[src/rtl/iot_multi_monitor_pkg.sv]
// rtl/iot_multi_monitor_pkg.sv - shared constants and helpers for the multi-channel IoT monitor
//
// Package iot_mon_pkg:
//   DIR_UP / DIR_DOWN  : encodings of the on_off direction input
//   clog2(n)           : ceiling log2, used for index and total widths
//   sat_or_wrap_step() : one up/down step of a counter with top value max_val,
//                        either wrapping around or clamping at the limits
package iot_mon_pkg;

    localparam logic DIR_UP   = 1'b1;
    localparam logic DIR_DOWN = 1'b0;

    function automatic int clog2(input int n);
        int r;
        r = 0;
        for (int v = n - 1; v > 0; v = v >> 1) begin
            r = r + 1;
        end
        return r;
    endfunction

    // value and max_val are carried at 32 bits so any counter width up to 32
    // can share this helper; the caller truncates the result back down.
    function automatic logic [31:0] sat_or_wrap_step(
        input logic [31:0] value,
        input logic [31:0] max_val,
        input logic        up,
        input logic        saturate
    );
        logic [31:0] r;
        if (up == DIR_DOWN) begin
            if (value == 32'd0) begin
                r = saturate ? 32'd0 : max_val;
            end else begin
                r = value - 32'd1;
            end
        end else begin
            if (value == max_val) begin
                r = saturate ? max_val : 32'd0;
            end else begin
                r = value + 32'd1;
            end
        end
        return r;
    endfunction

endpackage

[src/rtl/iot_multi_monitor_chan_counter.sv]
// rtl/iot_multi_monitor_chan_counter.sv - one channel of the IoT monitor: up/down counter with wrap or saturate
//
// Optional feature macro: IOT_MONITOR_LIMIT_FLAGS_EN (adds the sticky limit_flag output)
//
// Ports:
//   clk, rst    : clock, asynchronous active-high reset
//   clr         : synchronous clear to 0 (highest priority)
//   change      : step strobe; 0 holds the counter
//   on_off      : step direction (DIR_UP / DIR_DOWN)
//   count       : counter register
//   delta       : signed difference between the value loaded at the next edge and count
//   limit_flag  : sticky flag, set on a wrap or a blocked step, cleared by clr (macro only)
module iot_chan_counter
    import iot_mon_pkg::*;
#(
    parameter int WIDTH    = 8,
    parameter int SATURATE = 0
) (
    input  logic                    clk,
    input  logic                    rst,
    input  logic                    clr,
    input  logic                    change,
    input  logic                    on_off,
    output logic [WIDTH-1:0]        count,
`ifdef IOT_MONITOR_LIMIT_FLAGS_EN
    output logic signed [WIDTH:0]   delta,
    output logic                    limit_flag
`else
    output logic signed [WIDTH:0]   delta
`endif
);

    localparam logic [WIDTH-1:0] MAX_VAL = '1;

    logic [WIDTH-1:0] stepped;
    logic [WIDTH-1:0] count_next;

    always_comb begin
        stepped = WIDTH'(sat_or_wrap_step(32'(count), 32'(MAX_VAL),
                                          on_off == DIR_UP, SATURATE != 0));
        if (clr) begin
            count_next = '0;
        end else if (change) begin
            count_next = stepped;
        end else begin
            count_next = count;
        end
        // One extra bit so the full range -(2^WIDTH-1) .. +(2^WIDTH-1) fits,
        // which is what a clear from max or a wrap produces.
        delta = $signed({1'b0, count_next}) - $signed({1'b0, count});
    end

    always_ff @(posedge clk or posedge rst) begin
        if (rst) begin
            count <= '0;
        end else begin
            count <= count_next;
        end
    end

`ifdef IOT_MONITOR_LIMIT_FLAGS_EN
    // A step attempted at the limit in the step direction is a wrap
    // (SATURATE=0) or a blocked step (SATURATE=1); both raise the flag.
    logic at_limit;
    assign at_limit = (on_off == DIR_UP) ? (count == MAX_VAL) : (count == '0);

    always_ff @(posedge clk or posedge rst) begin
        if (rst) begin
            limit_flag <= 1'b0;
        end else if (clr) begin
            limit_flag <= 1'b0;
        end else if (change && at_limit) begin
            limit_flag <= 1'b1;
        end
    end
`else
`endif

endmodule

[src/rtl/iot_multi_monitor.sv]
// rtl/iot_multi_monitor.sv - multi-channel active-IoT-device counter with exact total and hysteresis alarm
//
// Optional feature macro: IOT_MONITOR_LIMIT_FLAGS_EN (adds limit_flag[N_CH])
//
// Ports:
//   clk, rst     : clock, asynchronous active-high reset
//   change       : per-channel step strobe
//   on_off       : per-channel direction, 1 = up, 0 = down
//   clr          : per-channel synchronous clear
//   rd_sel       : channel index for the registered read port
//   rd_count     : counter[rd_sel] as it stood before the last edge (0 if rd_sel >= N_CH)
//   counts_flat  : all counters, channel i at [i*WIDTH +: WIDTH]
//   total        : exact sum of all counters, same edge as the counters
//   alarm        : set at total >= ALARM_HI, cleared at total <= ALARM_LO, else held
//   limit_flag   : per-channel sticky wrap/blocked-step flags (macro only)
module iot_multi_monitor
    import iot_mon_pkg::*;
#(
    parameter  int N_CH     = 4,
    parameter  int WIDTH    = 8,
    parameter  int SATURATE = 0,
    parameter  int ALARM_HI = 16,
    parameter  int ALARM_LO = 12,
    localparam int SEL_W    = clog2(N_CH),
    localparam int TOT_W    = WIDTH + clog2(N_CH)
) (
    input  logic                    clk,
    input  logic                    rst,
    input  logic [N_CH-1:0]         change,
    input  logic [N_CH-1:0]         on_off,
    input  logic [N_CH-1:0]         clr,
    input  logic [SEL_W-1:0]        rd_sel,
    output logic [WIDTH-1:0]        rd_count,
    output logic [N_CH*WIDTH-1:0]   counts_flat,
    output logic [TOT_W-1:0]        total,
`ifdef IOT_MONITOR_LIMIT_FLAGS_EN
    output logic                    alarm,
    output logic [N_CH-1:0]         limit_flag
`else
    output logic                    alarm
`endif
);

    logic [WIDTH-1:0]        counts [N_CH];
    logic signed [WIDTH:0]   delta  [N_CH];
    logic [TOT_W-1:0]        total_next;
    logic                    alarm_next;

    for (genvar i = 0; i < N_CH; i++) begin : g_chan
        iot_chan_counter #(
            .WIDTH    (WIDTH),
            .SATURATE (SATURATE)
        ) u_chan (
            .clk        (clk),
            .rst        (rst),
            .clr        (clr[i]),
            .change     (change[i]),
            .on_off     (on_off[i]),
            .count      (counts[i]),
`ifdef IOT_MONITOR_LIMIT_FLAGS_EN
            .delta      (delta[i]),
            .limit_flag (limit_flag[i])
`else
            .delta      (delta[i])
`endif
        );

        assign counts_flat[i*WIDTH +: WIDTH] = counts[i];
    end

    // The true sum always fits in TOT_W bits, so accumulating the
    // sign-extended deltas modulo 2^TOT_W lands on the exact value.
    always_comb begin
        total_next = total;
        for (int i = 0; i < N_CH; i++) begin
            total_next = total_next + TOT_W'(delta[i]);
        end
    end

    always_comb begin
        alarm_next = alarm;
        if (32'(total_next) >= ALARM_HI) begin
            alarm_next = 1'b1;
        end else if (32'(total_next) <= ALARM_LO) begin
            alarm_next = 1'b0;
        end
    end

    always_ff @(posedge clk or posedge rst) begin
        if (rst) begin
            total <= '0;
            alarm <= 1'b0;
        end else begin
            total <= total_next;
            alarm <= alarm_next;
        end
    end

    // Registered read: samples the pre-edge counter, so an rd_sel change
    // shows up one cycle later.
    always_ff @(posedge clk or posedge rst) begin
        if (rst) begin
            rd_count <= '0;
        end else if (32'(rd_sel) < N_CH) begin
            rd_count <= counts[rd_sel];
        end else begin
            rd_count <= '0;
        end
    end

endmodule
[config.mk]
export PLATFORM = sky130hd
export DESIGN_NAME = iot_multi_monitor
export DESIGN_NICKNAME = d
export VERILOG_FILES = /design/src/rtl/iot_multi_monitor_pkg.sv /design/src/rtl/iot_multi_monitor_chan_counter.sv /design/src/rtl/iot_multi_monitor.sv
export SDC_FILE = /design/constraint.sdc
export NUM_CORES = 1
export LEC_CHECK = 0
export CAP_MARGIN = 20
export CORE_ASPECT_RATIO = 1.1
export CORE_MARGIN = 1
export CORE_UTILIZATION = 30
export CTS_CLUSTER_DIAMETER = 150
export CTS_CLUSTER_SIZE = 40
export DETAILED_ROUTE_END_ITERATION = 6
export DONT_BUFFER_PORTS = 1
export HOLD_SLACK_MARGIN = 0.02
export MAX_ROUTING_LAYER = met4
export SLEW_MARGIN = 20
export SYNTH_ARGS = -nofsm -noshare
export SYNTH_HDL_FRONTEND = slang
export SYNTH_SLANG_ARGS = --single-unit
[constraint.sdc]
create_clock -name clk -period 11.1 [get_ports clk]
set_input_delay 2.22 -clock clk [delete_from_list [all_inputs] [get_ports clk]]
set_output_delay 2.22 -clock clk [all_outputs]
set_load 0.01 [all_outputs]
# Yosys cells after proc, flatten, opt, wreduce, memory -nomap -nowiden
# Index checks and enable logic that the tools add are counted.
# totals
reg_bits	51
inputBits	16
output_inout_bits	51
word_cells	61
# classes
add_sub_neg	16
n_lt_le_gt_ge	3
n_eq_ne	4
muxes	25
bitwise	1
n_reduce_logical	5
# op_table
op	count
$mux W8	22
$add A10 B10 Y10	4
$sub A8 B8 Y9	4
$add A8 B1 Y8 const B	4
$eq A8 B8 Y1 const B	4
$logic_not A8 Y1	4
$sub A8 B1 Y8 const B	4
$bmux W8 S2	1
$ge A10 B5 Y1 const B	1
$le A10 B4 Y1 const B	1
$ge A3 B3 Y1 const B	1
$not A2 Y3	1
$mux W1	2
$reduce_bool A2 Y1	1

# Logic depth before layout (Yosys ltp)
# Gate-level depths: netlist (run 1).
# logic_depth
word_depth	13
mapped_depth	28
depth_no_buf	28

# Hierarchy
# From an unflattened synthesis (run 1), not the netlist that was laid out.
# unflattened
cells_unflattened	692
hier_area_um2	5949.5
# by_module_without_submodules
mod	instances	cells_per_inst	area_per_inst_um2	seq_area_each_um2
iot_chan_counter (g_chan[0].u_chan ...)	2	125	1001.0	200.2
iot_multi_monitor	1	187	1929.4	475.5
iot_chan_counter (g_chan[1].u_chan)	1	128	1009.7	200.2
iot_chan_counter (g_chan[3].u_chan)	1	127	1008.5	200.2

# Worst setup path after synthesis (run 1)
# OpenSTA, ideal clock, no wires.
# synth_timing
path_type	input-to-reg
start	input on_off[0]
end	register alarm
setup_ps	135
t_arrival_ps	7446
t_required_ps	10965
path_slack_ps	3519
stages	24
path_buffers	1
path_cell_list	clkbuf_1 -> inv_1 -> nor4_1 -> o32a_1 -> a211o_1 -> ha_1 -> inv_1 -> fa_1 -> a21o_1 -> o21ai_0 -> nand2_1 -> xor2_1 -> fa_1 -> inv_1 -> fa_1 -> fa_1 -> inv_1 -> ha_1 -> or4_1 -> o2bb2ai_1 -> xnor2_1 -> xnor2_1 -> xnor2_1 -> nand4bb_1
# synth_between
elab_chain_cells	10
word_cells_on_any_way	12
cone_classes	add/sub: 5; order compare: 2; mux: 4; reduce/logical: 1
# synth_rtl
item	line	rtl
start: declaration	iot_multi_monitor.sv:30	input logic [N_CH-1:0] on_off,
$mux W8 *	iot_multi_monitor_pkg.sv:31	if (up == DIR_DOWN) begin
$mux W8 *	iot_multi_monitor_chan_counter.sv:43	end else if (change) begin
$mux W8 *	iot_multi_monitor_chan_counter.sv:41	if (clr) begin
$sub A8 B8 Y9 *	iot_multi_monitor_chan_counter.sv:50	delta = $signed({1'b0, count_next}) - $signed({1'b0, count});
$add A10 B10 Y10 * (4 in a row)	iot_multi_monitor.sv:76	total_next = total_next + TOT_W'(delta[i]);
via total_next[9]	iot_multi_monitor.sv:46	logic [TOT_W-1:0] total_next;
$ge A10 B5 Y1 or $le A10 B4 Y1 (tied branches)	iot_multi_monitor.sv:82, iot_multi_monitor.sv:84	
$mux W1 or $reduce_bool A2 Y1 (tied branches)	-	
end signal: assignment	iot_multi_monitor.sv:95	alarm <= alarm_next;
end: declaration	iot_multi_monitor.sv:40	output logic alarm
# Mark *: on every way through the listed nets, which the timed path passes. The rest lies on a longest branch.
# A chain may end at the register's enable or synchronous reset.

# Worst setup path after layout (run 1)
# Same ends and word-level chain as after synthesis.

==> results.md, run 1 <==
- Die X: 133 um
- Area delta synth->final: 6.11%
- Full die area: 19300 um^2
- Fillers: 1940
- Final slew viol count: 0
- Post-Synth XOR/XNOR Area: 6.85%
- Area of the multi-input gates: 3860 um^2
- Post-synth net total: 760
- Unique cell type count in the Yosys netlist: 68
- CTS H-tree depth: 2
- Antenna Nets Post-Route: 0
- Mux share of post-synthesis cell area: 3.80%
- Vias per cell: 5.19
- EDFF count, synth: 0
- Post-CTS Hold Buffers: 0
- First-pass GRT wire length: 25000 um
- FP Rows: 52
- Worst-Skew Late Latency: 300 ps
- Data arrival, critical path: 7550 ps
- Hold Path Class: reg2reg
- Crit end category: flop
- Total Wirelength: 15100 um
- Ys async rst share: 100%
- Worst-case clock buffer depth: 2
- Largest family of logic cells by synthesized area: adder cells
- Max Cap Viol: 0
- Fmax: 135 MHz
- Register Area: 1280 um^2
- Placed Instances: 879
- Routed vias: 4610
- GPL Wtd Cong: 0.892
- Overflow after GRT: 0
- Cells after Synth: 660
- Min cycle time layout: 7380 ps
- Final hold viol count: 0
- Slew @ Worst Pin: 707 ps
- Initial DRC count: 317
- Pre-antenna DRT Iters: 5
- Reg clk slew, reported paths: 70 ps
- Final Cycle Share: 66.5%
- Prevailing post-synth register cell: dfrtp_1
- Mean Syn Cell Area: 8.53 um^2
- Simple-Gate Fraction of Synth Area: 15.0%
- TritonCTS clock tree: built
- Critical Path Fanout Max: 18
- FF+latch count, synth: 51
- Clk_skew: 10.1 ps
- Post-Layout Cell Count: 888
- Setup TNS: 0 ps
- Num CTS Buffers: 5
- Share of post-route cells with drive strength above 1: 4.66%
- Relative slew slack: 52.8%
- CP Data Required Time: 11270 ps
- Clock sink count: 51
- PostCTS Resize Cnt: 0
- Io pins: 67
- Worst Setup Start Kind: primary input
- DR DRC count: 0
- Final setup violating endpoints: 0
- Crit Path Category: in2reg
- Ys Warns: 0
- Initial Util: 30.6%
- RSZ-0062 raised after global routing: false
- Outcome: finished clean
- Root Buffer Master: clkbuf_16
- Overall Global Routing Usage: 17.0%
- Die height: 146 um
- Post-CTS setup buffers: 0
- Synth Area in Compound Gates: 20.3%
- Largest net degree at the start of global routing: 52
- Core area: 18400 um^2
- Adder-cell share of the synthesized area: 22.7%
- DR WL/cell: 17.0 um
- Sequential share of the synthesized area: 22.7%
- Detail Placement HPWL: 12000 um
- PortBufs: 0
- Vias in the first global route: 4674
- Layout Nets: 743
- Synthesized area: 5630 um^2
- Antenna violations before repair: 1
==> cell type report <==
type / instances / share of cell area [%]
antenna: 1 / 0.0419
clock buffer: 5 / 2.09
clock inverter: 3 / 0.377
inverter: 99 / 6.22
multi-input combinational: 485 / 64.7
sequential: 51 / 21.4
tap: 243 / 5.09
timing repair buffer: 1 / 0.126
==> worst paths after layout <==
check	from	end	slack, ps	cells past startpoint
worst max-delay path	on_off[0]	alarm	3720	23
worst min-delay path	g_chan[2].u_chan.count[7]	g_chan[2].u_chan.count[7]	780	2
worst max register to register	g_chan[1].u_chan.count[1]	alarm	4480	27
worst min register to register	g_chan[2].u_chan.count[7]	g_chan[2].u_chan.count[7]	780	2
max in group asynchronous	rst	g_chan[2].u_chan.count[7]	8640	2
min in group asynchronous	rst	g_chan[1].u_chan.count[7]	2000	2
==> per-layer routing <==
| metal | vias up | GRT usage, % | part of all wire, % |
|---|---|---|---|
| li1 | 2261 | - | - |
| met1 | 2221 | 20.7 | 45 |
| met2 | 110 | 28.7 | 49 |
| met3 | 18 | 2.93 | 4.9 |
| met4 | 0 | 4.71 | 1.5 |
| met5 | - | - | 0 |
==> Yosys cell counts, types with 3 or more instances <==
cell / n / area [um^2]
fa_1: 30 / 601
o31ai_1: 3 / 22.5
and3_1: 13 / 81.3
o21a_1: 8 / 60.1
a32oi_1: 3 / 26.3
nand4_1: 7 / 43.8
a221oi_1: 4 / 35.0
nor2_1: 40 / 150
inv_1: 99 / 372
a21oi_1: 51 / 255
o22ai_1: 3 / 18.8
dfrtp_1: 51 / 1280
mux2i_1: 3 / 30.0
nor2b_1: 4 / 25.0
a21o_1: 14 / 105
o211a_1: 3 / 30.0
nand3_1: 11 / 55.1
a31oi_1: 8 / 50.1
a311oi_1: 3 / 26.3
clkbuf_1: 17 / 63.8
o21ai_0: 42 / 210
or2_2: 3 / 18.8
or4_1: 4 / 30.0
buf_1: 3 / 11.3
and2_1: 4 / 25.0
nor3_1: 10 / 50.1
o21bai_1: 3 / 22.5
xor2_1: 14 / 123
nand2b_1: 6 / 37.5
nand2_1: 49 / 184
a211oi_1: 10 / 75.1
nor4_1: 4 / 25.0
and3_2: 3 / 22.5
ha_1: 54 / 676
xnor2_1: 30 / 263
mux4_2: 7 / 158
==> critical path: stages <==
cell and delay (ps):
inv_1 50, nor4_1 450, o32a_1 240, a211o_1 140
ha_1 140, inv_1 60, fa_1 400, a21o_1 190
o21ai_0 220, nand2_1 100, xor2_1 170, fa_1 520
inv_1 60, fa_1 510, fa_1 550, inv_1 50
ha_1 230, or4_1 470, o2bb2ai_1 180, xnor2_1 160
xnor2_1 160, xnor2_1 110, nand4bb_1 180
==> per-stage QoR <==
| step | hold WS [ps] | util, % | cell area (um^2) | worst slack [ps] |
|---|---|---|---|---|
| floorplan | 657 | - | 5630 | 3520 |
| global placement | 764 | 31.6 | 5820 | 3520 |
| detailed placement | 768 | 31.6 | 5820 | 3440 |
| CTS | 780 | 32.4 | 5970 | 3710 |
| global route | 821 | 32.4 | 5970 | 3310 |
| finish | 785 | 32.4 | 5970 | 3720 |
==> sequential cells by signal, summed over array words and instances (netlist names) <==
register and cells:
total 10, alarm 1, g_chan.u_chan.count 32, rd_count 8
==> cells in the final DEF (no fill, tap or decap), types with 6 or more instances in the layout <==
cell type	count
nand3_1	11
a31oi_1	8
nor3_1	10
a21o_1	14
mux4_2	7
o21ai_0	42
a211oi_1	10
xnor2_1	30
dfrtp_1	51
inv_1	98
xor2_1	14
nand2_1	49
o21a_1	8
ha_1	54
a21oi_1	51
nor2_1	40
fa_1	30
nand4_1	7
and3_1	13
nand2b_1	6
==> cells by family after synthesis <==
kind of cell	count (synthesis)
and+or+nand+nor	169
muxes	11
DFF	51
AOI/OAI and AO/OA	177
adders and majority gates	84
xor gates and xnor gates	44
buffers and inverters	124
Power of run 1 is not shown: default switching activity piles up to over one toggle a cycle in this logic, so the estimate is an artifact.
==> run 2, diff against run 1 <==
Clock period 11.1 ns to 6 ns, I/O delays scaled along.
==> run 2 against run 1 <==
Global-route usage grew 1.2 points. Critical path depth is 2 higher. Sequential cell count is the same. Register-to-register slack worse by 4400 ps. Core utilization grew 6.1 points. Clock skew decreased by 2.2 ps. First-iteration DRC count shrank 21%. Cell area rose by 19%.
==> results.md, run 2 (synthesis gave the netlist of run 1 again) <==
- Crit end category: flop
- Io pins: 67
- Final slew viol count: 0
- Initial DRC count: 252
- Final hold viol count: 0
- Worst-case reg-to-reg path depth: 25
- Outcome: finished clean
- Largest net degree at the start of global routing: 52
- Core area: 18400 um^2
- Largest stage delay, worst path: 530 ps
- DR DRC count: 0
- Hold Path Class: reg2reg
- Slowest cell on crit path: fa_1
- Worst path top cell family by delay: adder cells
- Hold path cells: 1
- R2r endpoint: alarm
- Placed standard-cell area: 6520 um^2
- Fillers: 1806
- Slew @ Worst Pin: 701 ps
- CP dominant cell by count: fa_1
- Root Buffer Master: clkbuf_16
- Full die area: 19300 um^2
- Min-delay src: g_chan[2].u_chan.count[4]
- Overall Global Routing Usage: 18.1%
- Worst-case clock buffer depth: 2
- Num CTS Buffers: 5
- Initial Util: 30.6%
- Layout Nets: 848
- Worst Setup Start Kind: flop
- Min cycle time layout: 5940 ps
- Hold EP: rd_count[4]
- Worst-Skew Late Latency: 310 ps
- Relative slew slack: 53.3%
- First-pass GRT wire length: 26500 um
- PortBufs: 0
- Critical Path Fanout Max: 4
- Clk_skew: 7.90 ps
- Commonest cells after routing, fill and taps aside: buf_4 (105), inv_1 (85), dfrtp_1 (51)
- Antenna Nets Post-Route: 0
- Largest regs: g_chan.u_chan.count x32, total x10, rd_count x8
- Die X: 133 um
- Most common cell after layout, fill and taps aside: buf_4
- CTS H-tree depth: 2
- Largest Register: g_chan.u_chan.count
- CP Data Required Time: 6170 ps
- Design Area, Final: 7090 um^2
- Crit Path Category: reg2reg
- GPL Wtd Cong: 0.880
- Routed vias: 5068
- RSZ-0062 raised after global routing: true
- Buf+Inv Stages, Crit Path: 3
- Data arrival, critical path: 6110 ps
- Clock sink count: 51
- Pre-antenna DRT Iters: 5
- Overflow after GRT: 0
- Max FFs per register: 32
- Die height: 146 um
- Final Cycle Share: 99.0%
- Max Cap Viol: 0
- Total Wirelength: 16600 um
- Post-CTS Hold Buffers: 0
- Final setup violating endpoints: 0
- R2r startpoint: g_chan[1].u_chan.count[0]
- Setup slack, reg-to-reg: 60 ps
- TritonCTS clock tree: built
- DR WL/cell: 16.7 um
- Reg clk slew, reported paths: 70 ps
- FP Rows: 52
- Fmax: 168 MHz
- Area delta synth->final: 25.9%
- Share of post-route cells with drive strength above 1: 26.8%
- Vias per cell: 5.09
- Vias in the first global route: 5006
- Detail Placement HPWL: 12900 um
- Antenna violations before repair: 3
[run 2: cell types whose count changed in the layout (fill, tap and decap cells not counted), sizes merged]
| cell | change |
|---|---|
| diode | +2 |
| clkbuf | +1 |
| buf | +105 |
| inv | -1 |
[run 2: per-layer routing]
metal / track usage, % / share of wire, % / up-vias
met1: 21.9 / 43 / 2433
met3: 4.84 / 6.1 / 21
met5: - / 0 / -
met4: 6.21 / 2.4 / 0
li1: - / - / 2479
met2: 29.1 / 49 / 135
[run 2: repair_timing]
item / 4_1_cts / 5_1_grt
gates resized for setup: 15 / 52
hold endpoints to repair: 0 / 0
buffers inserted: 4 / 17
endpoints found under the setup margin: 2 / 4
pin swaps: 13 / 45
[run 2: final cells by class]
cell class / instances / area [um^2] / area share [%]
Antenna cell: 3 / 7.51 / 0.106
Clock buffer: 6 / 129 / 1.82
Clock inverter: 2 / 17.5 / 0.247
Inverter: 99 / 372 / 5.24
Multi-Input combinational cell: 485 / 4180 / 59.0
Sequential cell: 51 / 1280 / 18.0
Tap cell: 243 / 304 / 4.29
Timing Repair Buffer: 106 / 800 / 11.3
[run 2: worst max path at each step]
stage,cells past startpoint,start,end,slack [ps]
after floorplan,24,on_off[0],alarm,2
after CTS,27,g_chan[1].u_chan.count[0],alarm,20
after detailed placement,21,on_off[1],alarm,-250
after global placement,23,on_off[1],alarm,-150
final,25,g_chan[1].u_chan.count[0],alarm,60
after global routing,25,g_chan[1].u_chan.count[0],alarm,-180
[run 2: metrics by stage]
stage	setup slack [ps]	hold slack, ps	TNS (ps)	util (%)	instances
5_1_grt	-184	725	-319	38.5	995
3_3_place_gp	-147	657	-237	35.4	964
2_1_floorplan	1.86	657	0	-	660
4_1_cts	19.8	690	0	36.7	976
6_report	58.1	692	0	38.5	995
3_5_place_dp	-251	666	-438	35.4	964
[run 2: worst register-to-register path, delay by kind of cell, from the launching register on]
kind	cells	cell delay, ps
adders and majority gates	6	2130
and+or+nand+nor	5	1350
AOI/OAI and AO/OA	7	1090
xor gates and xnor gates	4	570
DFF	1	420
buffers and inverters	3	260
Power of run 2 is left out for the same reason.
==> run 3, diff against run 2 <==
Clock period 6 ns to 6.3 ns, I/O delays scaled along.
==> run 3 against run 2 <==
First-iteration DRC count is 34% higher. Largest cell class unchanged. Wire length decreased by 0.81%. Via count down 1.4%. Setup slack gained 170 ps. Sequential share of layout area grew 1.1 points.
==> results.md, run 3 (synthesis gave the netlist of run 1 again) <==
- CTS H-tree depth: 2
- Share of post-route cells with drive strength above 1: 18.2%
- Routed vias: 4997
- CP Cell Sequence: inv_1 -> nor4_4 -> o32a_1 -> a211o_1 -> ha_1 -> inv_1 -> fa_2 -> a21o_1 -> o21ai_4 -> a32oi_4 -> fa_1 -> inv_1 -> fa_1 -> inv_1 -> fa_1 -> inv_1 -> ha_1 -> or4_4 -> o2bb2ai_4 -> xnor2_2 -> xnor2_1 -> xnor2_1 -> nand4bb_1
- Root Buffer Master: clkbuf_16
- Worst-Skew Late Latency: 310 ps
- Initial DRC count: 338
- Overflow after GRT: 0
- GPL Wtd Cong: 0.920
- Io pins: 67
- TritonCTS clock tree: built
- Clk_skew: 11.6 ps
- CP Data Required Time: 6480 ps
- Max FFs per register: 32
- Vias in the first global route: 4902
- Largest net degree at the start of global routing: 52
- Layout Nets: 807
- Largest stage delay, worst path: 540 ps
- Commonest cells after routing, fill and taps aside: inv_1 (98), buf_4 (64), ha_1 (52)
- Largest regs: g_chan.u_chan.count x32, total x10, rd_count x8
- First-pass GRT wire length: 26500 um
- Num CTS Buffers: 5
- Fmax: 165 MHz
- Die height: 146 um
- Critical Path Fanout Max: 18
- Largest Register: g_chan.u_chan.count
- Placed standard-cell area: 6280 um^2
- Design Area, Final: 6680 um^2
- Crit end category: flop
- Max Cap Viol: 0
- Detail Placement HPWL: 12900 um
- Min cycle time layout: 6070 ps
- Final hold viol count: 0
- Clock sink count: 51
- Antenna Nets Post-Route: 0
- Area delta synth->final: 18.7%
- Antenna violations before repair: 0
- Crit Path Category: in2reg
- Full die area: 19300 um^2
- DR WL/cell: 17.3 um
- Initial Util: 30.6%
- CP dominant cell by count: inv_1
- # diodes: 0
- DR DRC count: 0
- Worst path top cell family by delay: adder cells
- Vias per cell: 5.25
- Final setup violating endpoints: 0
- Final Cycle Share: 96.3%
- Die X: 133 um
- Total Wirelength: 16500 um
- Slowest cell on crit path: or4_4
- FP Rows: 52
- Hold Path Class: reg2reg
- Pre-antenna DRT Iters: 5
- Fillers: 1873
- Most common cell after layout, fill and taps aside: inv_1
- Slew @ Worst Pin: 711 ps
- Relative slew slack: 52.6%
- Core area: 18400 um^2
- Worst-case clock buffer depth: 2
- Final slew viol count: 0
- PortBufs: 0
- Data arrival, critical path: 6250 ps
- Reg clk slew, reported paths: 80 ps
- Worst Setup Start Kind: primary input
- Buf+Inv Stages, Crit Path: 5
- Outcome: finished clean
- Overall Global Routing Usage: 18.1%
-- run 3: cell count changes in the layout (fill, tap and decap cells not counted), sizes merged --
cell / previous run / this run
clkinv: 2 / 1
diode: 3 / 0
buf: 106 / 65
clkbuf: 6 / 7
-- run 3: what timing repair did --
| action | in CTS | in global routing |
|---|---|---|
| endpoints found under the hold margin | 0 | 0 |
| setup endpoints to repair | 0 | 3 |
| buffers inserted | 0 | 6 |
| resized for setup | 0 | 44 |
| hold buffers | 0 | 0 |
-- run 3: path summary, 6_finish.rpt --
path	cells after the start	slack [ps]	endpoint	from
max reg2reg	25	300	alarm	g_chan[1].u_chan.count[1]
min in group asynchronous	2	1040	g_chan[1].u_chan.count[0]	rst
max in group asynchronous	2	4760	g_chan[0].u_chan.count[4]	rst
min	1	720	rd_count[0]	g_chan[1].u_chan.count[0]
max	23	230	alarm	on_off[0]
min reg2reg	1	720	rd_count[0]	g_chan[1].u_chan.count[0]
-- run 3: area by class of cell --
class	count	area, um^2	area share (%)
multi-input combinational	485	4090	61.1
sequential	51	1280	19.2
timing repair buffer	65	492	7.36
inverter	99	372	5.56
tap	243	304	4.55
clock buffer	7	143	2.13
clock inverter	1	8.76	0.131
-- run 3: metrics by stage --
stage	setup WS (ps)	utilization [%]	cells	setup TNS (ps)	hold slack, ps
floorplan	10.9	-	660	0	657
global placement	-111	34.1	937	-111	693
detailed placement	-117	34.1	937	-117	695
CTS	56.1	34.9	945	0	712
global route	-35.5	36.3	951	-35.5	742
finish	231	36.3	951	0	720
-- run 3: metal layers --
metal | vias to the layer above | global-route usage (%) | wire length, um
li1 | 2390 | - | -
met1 | 2428 | 21.8 | 6600
met2 | 146 | 29.8 | 8330
met3 | 33 | 3.73 | 1070
met4 | 0 | 6.49 | 473
met5 | - | - | 0
Power of run 3 is left out for the same reason.
